**config.mk**
```make
export PLATFORM = sky130hd
export DESIGN_NAME = dds_wave_gen
export DESIGN_NICKNAME = d
export VERILOG_FILES = /design/src/rtl/dds_wave_gen.sv
export SDC_FILE = /design/constraint.sdc
export NUM_CORES = 1
export LEC_CHECK = 0
export ABC_CLOCK_PERIOD_IN_PS = 8200
export CAP_MARGIN = 10
export CORE_MARGIN = 2
export CORE_UTILIZATION = 55
export DETAILED_ROUTE_END_ITERATION = 16
export PLACE_DENSITY = 0.81
export SKIP_CTS_REPAIR_TIMING = 1
export SLEW_MARGIN = 30
export SYNTH_ARGS = -nofsm -noshare
export SYNTH_HDL_FRONTEND = slang
export SYNTH_SLANG_ARGS = --single-unit
export TNS_END_PERCENT = 50
```
**constraint.sdc**
```tcl
create_clock -name clk -period 8.2 [get_ports clk]
set_input_delay 2.05 -clock clk [delete_from_list [all_inputs] [get_ports clk]]
set_output_delay 2.05 -clock clk [all_outputs]
set_load 0.01 [all_outputs]
```
**src/rtl/dds_wave_gen.sv**
```systemverilog
// Direct-digital-synthesis tone generator: phase accumulator, quarter-wave sine
// table mirrored by quadrant, plus triangle/sawtooth/square, 2-stage output pipe.
module dds_wave_gen #(
  parameter int PHASE_W   = 16,
  parameter int ADDR_W    = 8,
  parameter int OUT_W     = 8,
  parameter int AMPLITUDE = 64
) (
  input  logic               clk,
  input  logic               rst_n,
  input  logic               en,
  input  logic               clr,
  input  logic [PHASE_W-1:0] ftw,
  input  logic [PHASE_W-1:0] phase_off,
  input  logic [2:0]         mode,
  output logic [OUT_W-1:0]   sample_o,
  output logic               valid_o,
  output logic [PHASE_W-1:0] phase_o
);

  localparam int  N     = 2 ** (ADDR_W - 2);
  localparam int  AMP_W = $clog2(AMPLITUDE + 1);
  localparam int  PW    = ADDR_W + AMP_W;
  localparam real PI    = 3.14159265358979323846;

  localparam logic [ADDR_W-2:0]   N_IDX = {1'b1, {(ADDR_W-2){1'b0}}};
  localparam logic [ADDR_W-1:0]   QTR   = {2'b01, {(ADDR_W-2){1'b0}}};
  localparam logic [OUT_W-1:0]    AMP_O = OUT_W'(AMPLITUDE);
  localparam logic [PW-1:0]       AMP_P = PW'(AMPLITUDE);
  localparam logic signed [PW:0]  AMP_S = (PW+1)'(AMPLITUDE);

  localparam logic [2:0] M_SIN = 3'd0;
  localparam logic [2:0] M_COS = 3'd1;
  localparam logic [2:0] M_TRI = 3'd2;
  localparam logic [2:0] M_SAW = 3'd3;
  localparam logic [2:0] M_SQR = 3'd4;

  if (ADDR_W < 3 || ADDR_W > PHASE_W || AMPLITUDE > 2 ** (OUT_W - 1) - 1) begin : g_param_err
    $error("dds_wave_gen: illegal ADDR_W/PHASE_W/AMPLITUDE/OUT_W combination");
  end

  // First-quadrant entries are non-negative, so +0.5 then truncation rounds half away from zero.
  function automatic logic [OUT_W-1:0] sine_entry(input int k);
    real x;
    x = real'(AMPLITUDE) * $sin(2.0 * PI * real'(k) / real'(4 * N));
    return OUT_W'($rtoi(x + 0.5));
  endfunction

  logic [OUT_W-1:0] tbl_s [0:N];

  for (genvar k = 0; k <= N; k++) begin : g_tbl
    assign tbl_s[k] = sine_entry(k);
  end

  logic [PHASE_W-1:0] acc_q, acc_d;
  logic [ADDR_W-1:0]  addr_q, addr_d;
  logic [2:0]         mode_q, mode_d;
  logic               v1_q, v1_d;
  logic [OUT_W-1:0]   sample_q, sample_d;
  logic               valid_q, valid_d;
  logic [ADDR_W-1:0]  addr_raw_s;

  // Accumulator and stage 1: address uses the accumulator value before this edge's update.
  always_comb begin
    acc_d      = acc_q;
    addr_d     = addr_q;
    mode_d     = mode_q;
    v1_d       = 1'b0;
    addr_raw_s = ADDR_W'((acc_q + phase_off) >> (PHASE_W - ADDR_W));
    if (clr) begin
      acc_d = '0;
    end else if (en) begin
      acc_d  = acc_q + ftw;
      mode_d = mode;
      v1_d   = 1'b1;
      if (mode == M_COS) begin
        addr_d = addr_raw_s + QTR;
      end else begin
        addr_d = addr_raw_s;
      end
    end else begin
      acc_d = acc_q;
    end
  end

  logic [1:0]        quad_s;
  logic [ADDR_W-3:0] r_s;
  logic [ADDR_W-2:0] idx_s;
  logic [OUT_W-1:0]  sine_mag_s;
  logic [PW-1:0]     tri_prod_s;
  logic [OUT_W-1:0]  tri_l_s;
  logic [OUT_W-1:0]  tri_mag_s;
  logic signed [PW:0] saw_prod_s;
  logic [OUT_W-1:0]  wave_s;

  // Stage 2 waveform evaluation; odd quadrants mirror, the upper half negates.
  always_comb begin
    quad_s     = addr_q[ADDR_W-1:ADDR_W-2];
    r_s        = addr_q[ADDR_W-3:0];
    idx_s      = quad_s[0] ? (N_IDX - {1'b0, r_s}) : {1'b0, r_s};
    sine_mag_s = tbl_s[idx_s];
    tri_prod_s = PW'(r_s) * AMP_P;
    tri_l_s    = OUT_W'(tri_prod_s >> (ADDR_W - 2));
    tri_mag_s  = quad_s[0] ? (AMP_O - tri_l_s) : tri_l_s;
    saw_prod_s = (PW+1)'($signed(addr_q)) * AMP_S;
    wave_s     = '0;
    case (mode_q)
      M_SIN, M_COS: wave_s = quad_s[1] ? (-sine_mag_s) : sine_mag_s;
      M_TRI:        wave_s = quad_s[1] ? (-tri_mag_s) : tri_mag_s;
      M_SAW:        wave_s = OUT_W'(saw_prod_s >>> (ADDR_W - 1));
      M_SQR:        wave_s = addr_q[ADDR_W-1] ? (-AMP_O) : AMP_O;
      default:      wave_s = '0;
    endcase
    if (clr) begin
      sample_d = sample_q;
      valid_d  = 1'b0;
    end else begin
      sample_d = wave_s;
      valid_d  = v1_q;
    end
  end

  // State registers for accumulator and both pipeline stages.
  always_ff @(posedge clk or negedge rst_n) begin
    if (!rst_n) begin
      acc_q    <= '0;
      addr_q   <= '0;
      mode_q   <= 3'd0;
      v1_q     <= 1'b0;
      sample_q <= '0;
      valid_q  <= 1'b0;
    end else begin
      acc_q    <= acc_d;
      addr_q   <= addr_d;
      mode_q   <= mode_d;
      v1_q     <= v1_d;
      sample_q <= sample_d;
      valid_q  <= valid_d;
    end
  end

  assign sample_o = sample_q;
  assign valid_o  = valid_q;
  assign phase_o  = acc_q;

endmodule

```
Yosys cells after proc, flatten, opt, wreduce, memory -nomap -nowiden
Memories as Yosys holds them, arrays and structs flattened.
Cells that the tools add are included.
{"block": "op_classes", "addsub": 7, "mul": 0, "n_div": 0, "magnitude_cmp": 1, "eq_ne": 5, "shifts": 0, "n_mux": 14, "bitwise": 2, "n_reduce_logical": 4}
{"operator": "2-to-1 mux 8 bit", "count": 7}
{"operator": "adder 16 bit", "count": 2}
{"operator": "2-to-1 mux 16 bit", "count": 2}
{"operator": "case mux 8 bit (4 select lines)", "count": 1}
{"operator": "negation 8 bit", "count": 2}
{"operator": "adder 8 x 7 -> 8 bit, second input constant", "count": 1}
{"operator": "greater-or-equal comparator 8 bit, second input constant", "count": 1}
{"operator": "NOT 7 -> 8 bit", "count": 1}
{"operator": "subtractor 7 x 6 -> 8 bit, first input constant", "count": 1}
{"operator": "2-to-1 mux 7 bit", "count": 1}
{"operator": "subtractor 7 x 6 -> 7 bit, first input constant", "count": 1}
{"operator": "== test 3 x 1 -> 1 bit, second input constant", "count": 2}
{"operator": "== test 3 x 2 -> 1 bit, second input constant", "count": 2}
{"operator": "== test 3 bit, second input constant", "count": 1}
{"operator": "zero test 3 bit", "count": 1}
{"operator": "2-to-1 mux 1 bit", "count": 3}
{"operator": "AND reduction 2 bit", "count": 1}
{"operator": "nonzero test 2 bit", "count": 1}
{"operator": "OR reduction 2 bit", "count": 1}
{"operator": "NOT 1 bit", "count": 1}
{"block": "word_totals", "regBits": 37, "latch_bits": 0, "mem_bits_rw": 0, "mem_bits_ro": 1024, "inputBits": 39, "out_inout_bits": 25, "word_cells": 40, "mem_count": 1}
{"name": "(name not given)", "words": 128, "width": 8, "rd": 1, "rd_clocked_by_memory_dff": 0, "write_ports": 0, "line_no": "101", "source": "sine_mag_s = tbl_s[idx_s];"}

Logic depth before layout (Yosys ltp)
{"block": "depth", "depth_word": 9, "mapped_depth": 16, "mapped_depth_nobuf": 15}

Worst setup path after synthesis
No wires, ideal clock.
{"block": "synth_path", "path_type": "in2reg", "start": "in ftw[0]", "end": "reg acc_q[14], in the netlist phase_o[14]", "setup_ps": 134, "arrival_ps": 3922, "t_required_ps": 8066, "path_slack_ps": 4144, "cell_stages": 10, "n_path_buf": 0, "path_cell_list": "ha_1 -> fa_1 -> a211o_1 -> a21oi_1 -> o21ai_0 -> a41oi_1 -> a211o_1 -> o21ai_0 -> xnor2_1 -> o21ai_0"}
{"block": "synth_via", "elab_chain_cells": 3}
{"item": "start: declaration", "line_no": "13", "source": "input logic [PHASE_W-1:0] ftw,"}
{"item": "adder 16 bit", "line_no": "73", "source": "acc_d = acc_q + ftw;"}
{"item": "2-to-1 mux 16 bit", "line_no": "72", "source": "end else if (en) begin"}
{"item": "2-to-1 mux 16 bit", "line_no": "70", "source": "if (clr) begin"}
{"item": "end signal: assignment", "line_no": "126", "source": "acc_q <= '0;"}
{"item": "end signal: assignment", "line_no": "133", "source": "acc_q <= acc_d;"}
{"item": "end: declaration", "line_no": "55", "source": "logic [PHASE_W-1:0] acc_q, acc_d;"}
Every way passes these cells. The select of a mux whose other input is x is not followed.
A chain may end at the register's enable or synchronous reset.

Final worst setup path
Ends and elaborated chain as after synthesis.

==> summary.txt <==
Status
  • Status: complete, no violations

Logic synthesis
  • Sequential area share after synthesis: 0.223
  • Fraction of registers with async set/reset: 1.00
  • #FFs+latches synth: 37
  • Main synth FF type: dfrtp_1
  • Syn Area/Cell: 8.19 um2
  • Syn nets: between 500 and 600
  • Syn Std Cell Area: 4140 um2
  • Number of flops mapped to enable cells by yosys: 0
  • Post-Synthesis Cells: 506
  • Yosys Warn Count: 0
  • Library cells used by synthesis: 82

CTS
  • Clock transition at the registers of the reported paths: 0.08 ns
  • CTS Buf Count: 5
  • Bufs on Longest Clock Path: 2
  • H-Tree Depth: 2
  • Clk_lat worst skew: 0.29 ns
  • Root buf cell: clkbuf_8
  • CTS Sinks: 37
  • TritonCTS clock tree: yes

Finish
  • Fillers: 661
  • Number of diodes: 0
  • Area grow syn2layout: 17.7%
  • Nets: 633
  • Sequential cell area: a little over 900 um2
  • Layout cell share with drive strength beyond 1: 0.0739
  • Multi-input gate area: 3030 um2
  • Most frequent cells in the layout: clkdlybuf4s50_1, nand2_1, nor2_1
  • Commonest non-fill, non-tap cell in the layout: clkdlybuf4s50_1

Routing
  • Drt pass-1 iters: 6
  • DRC viols: 0
  • Avg WL per Cell: about 16 um
  • Via density: around 6.2
  • Initial DRC count: ~260
  • Vias post-DR: 4072
  • DRT Wirelength: 10700 um
  • Routed Antenna Nets: 0

Timing
  • Fmax: roughly 0.22 GHz
  • Slew HR: 0.389
  • Fin Setup TNS: 0 ns
  • Worst-margin pin slew: 0.916 ns
  • Fin crit period: ~4.5 ns
  • Fin. max-slew vios: 0
  • Number of setup violations in the final report: 0
  • Endpoints failing hold: 0
  • Clock Skews: 0.0113 ns
  • RSZ-0062 raised after global routing: false
  • Final hold slack: 0.491 ns
  • Fin crit share: 0.552

Die
  • Site Rows: 31
  • Core ar.: 7290 um2
  • Die X: ~91 um
  • Initial Util: 0.568
  • DIE AREA: between 8000 and 9000 um2
  • Die height: 90.8 um
  • # IOs: 64

Setup path
  • Critical R2R Launch: addr_q[0]
  • Critical path startpoint category: primary input
  • RR Endpoint: sample_o[6]
  • Critical Path AT: 4.67 ns
  • Worst reg2reg setup slack: 3.74 ns
  • R2R depth: 15
  • Crit end category: register
  • CP Data Required Time: 8.35 ns
  • Crit Path Max Fanout: 3
  • Crit Path Class: in2reg

Worst hold path
  • HP Start: sample_o[7]
  • Hold Crit Depth: 1
  • Hold WC Path Type: reg2reg
  • Worst Hold Endpoint: sample_o[7]

Global route
  • Global-route wire length before repair: 18500 um
  • Largest net degree at the start of global routing: 38
  • Vias in the first global route: ~4000
  • Initial antenna violation count: 0
  • Gr usage total: 0.269
  • Overflow after GRT: 0

Place
  • Gpl congestion: 0.911
  • HPWL Detailed: 8100 um
  • I/O Buffers: 63

Pwr
  • P per Cell Area: between 300 and 400 nW/um2
  • Worst VDD drop: 0.137 mV
  • Pleak: 2.10 nW

Job
  • Max-cap violations: 0
==> through the flow <==
stage               std cells   util  instance area (um2)  setup WS (ns)  power [mW]
CTS                       653  0.669                 4880           3.71        1.47
detailed placement        645  0.657                 4790           3.43        1.34
floorplan                 506      -                 4140           4.14        1.08
global placement          645  0.657                 4790           3.48        1.30
finish                    654  0.669                 4880           3.68        1.48
global route              654  0.669                 4880           3.37        1.61
==> cells by family (layout without fill, tap and decap cells) <==
group                    after synthesis  count (layout)  share of synthesized area
flip-flops                            37              37                      0.223
multiplexers                          17              17                     0.0432
AND/OR/NAND/NOR                      185             185                      0.235
buffers and inverters                 42              91                     0.0447
XOR/XNOR                              32              32                     0.0764
AO/OA/AOI/OAI                        153             153                      0.255
adder cells (fa/ha/maj)               40              40                      0.123
==> Yosys cell counts, drive strengths merged (4+ instances only) <==
master  number  area share
xnor2       22       0.052
or2          4      0.0060
buf         11       0.017
o211ai       7       0.013
o21ai       42       0.051
nand3       14       0.017
a21oi       28       0.034
xor2         9       0.019
inv         16       0.014
dfrtp       37        0.22
nor3        17       0.026
a31oi        4      0.0060
a211oi       9       0.019
clkbuf      15       0.014
o31ai        9       0.021
nor2b       12       0.018
ha          39        0.12
nand2b      14       0.021
nand2       50       0.046
mux2         4       0.012
mux2i       13       0.031
nor2        43       0.039
a21o        11       0.020
==> registers in the layout, summed over array words and instances, names as in the netlist <==
name,count
phase_o,16
addr_q,8
mode_q,3
sample_o,8
v1_q,1
valid_o,1
==> worst max path at each step <==
stage,start,endpoint,slack [ns]
finish,ftw[0],phase_o[14],3.68
detailed placement,ftw[0],phase_o[14],3.43
global placement,ftw[0],phase_o[14],3.48
global route,addr_q[0],sample_o[2],3.37
floorplan,ftw[0],phase_o[14],4.14
CTS,addr_q[0],sample_o[6],3.71
==> per-layer routing <==
metal,part of all wire,track usage
met3,0.057,0.0317
met1,0.42,0.350
met2,0.50,0.468
met4,0.023,0.0846
met5,0,0
==> critical path: stages <==
cell and delay [ns]:
clkdlybuf4s50_1 0.40, ha_1 0.23, fa_1 0.43, a211o_1 0.29, a21oi_1 0.23, o21ai_0 0.17
a41oi_1 0.32, a211o_1 0.21, o21ai_0 0.11, xnor2_1 0.13, o21ai_0 0.08
==> power breakdown <==
part           leakage (nW)  total, mW  switching, mW  internal (mW)
registers             0.477      0.309         0.0835          0.225
clock network        0.0439      0.127         0.0679         0.0587
logic                  1.58       1.05          0.590          0.456
==> area by class of cell <==
class	count	share of cell area
Multi-Input combinational cell	427	0.622
Clock inverter	3	0.00359
Inverter	16	0.0123
Tap cell	99	0.0254
Sequential cell	37	0.190
Timing Repair Buffer	67	0.133
Clock buffer	5	0.0141
Note: power is estimated with default switching activity, not from simulation.
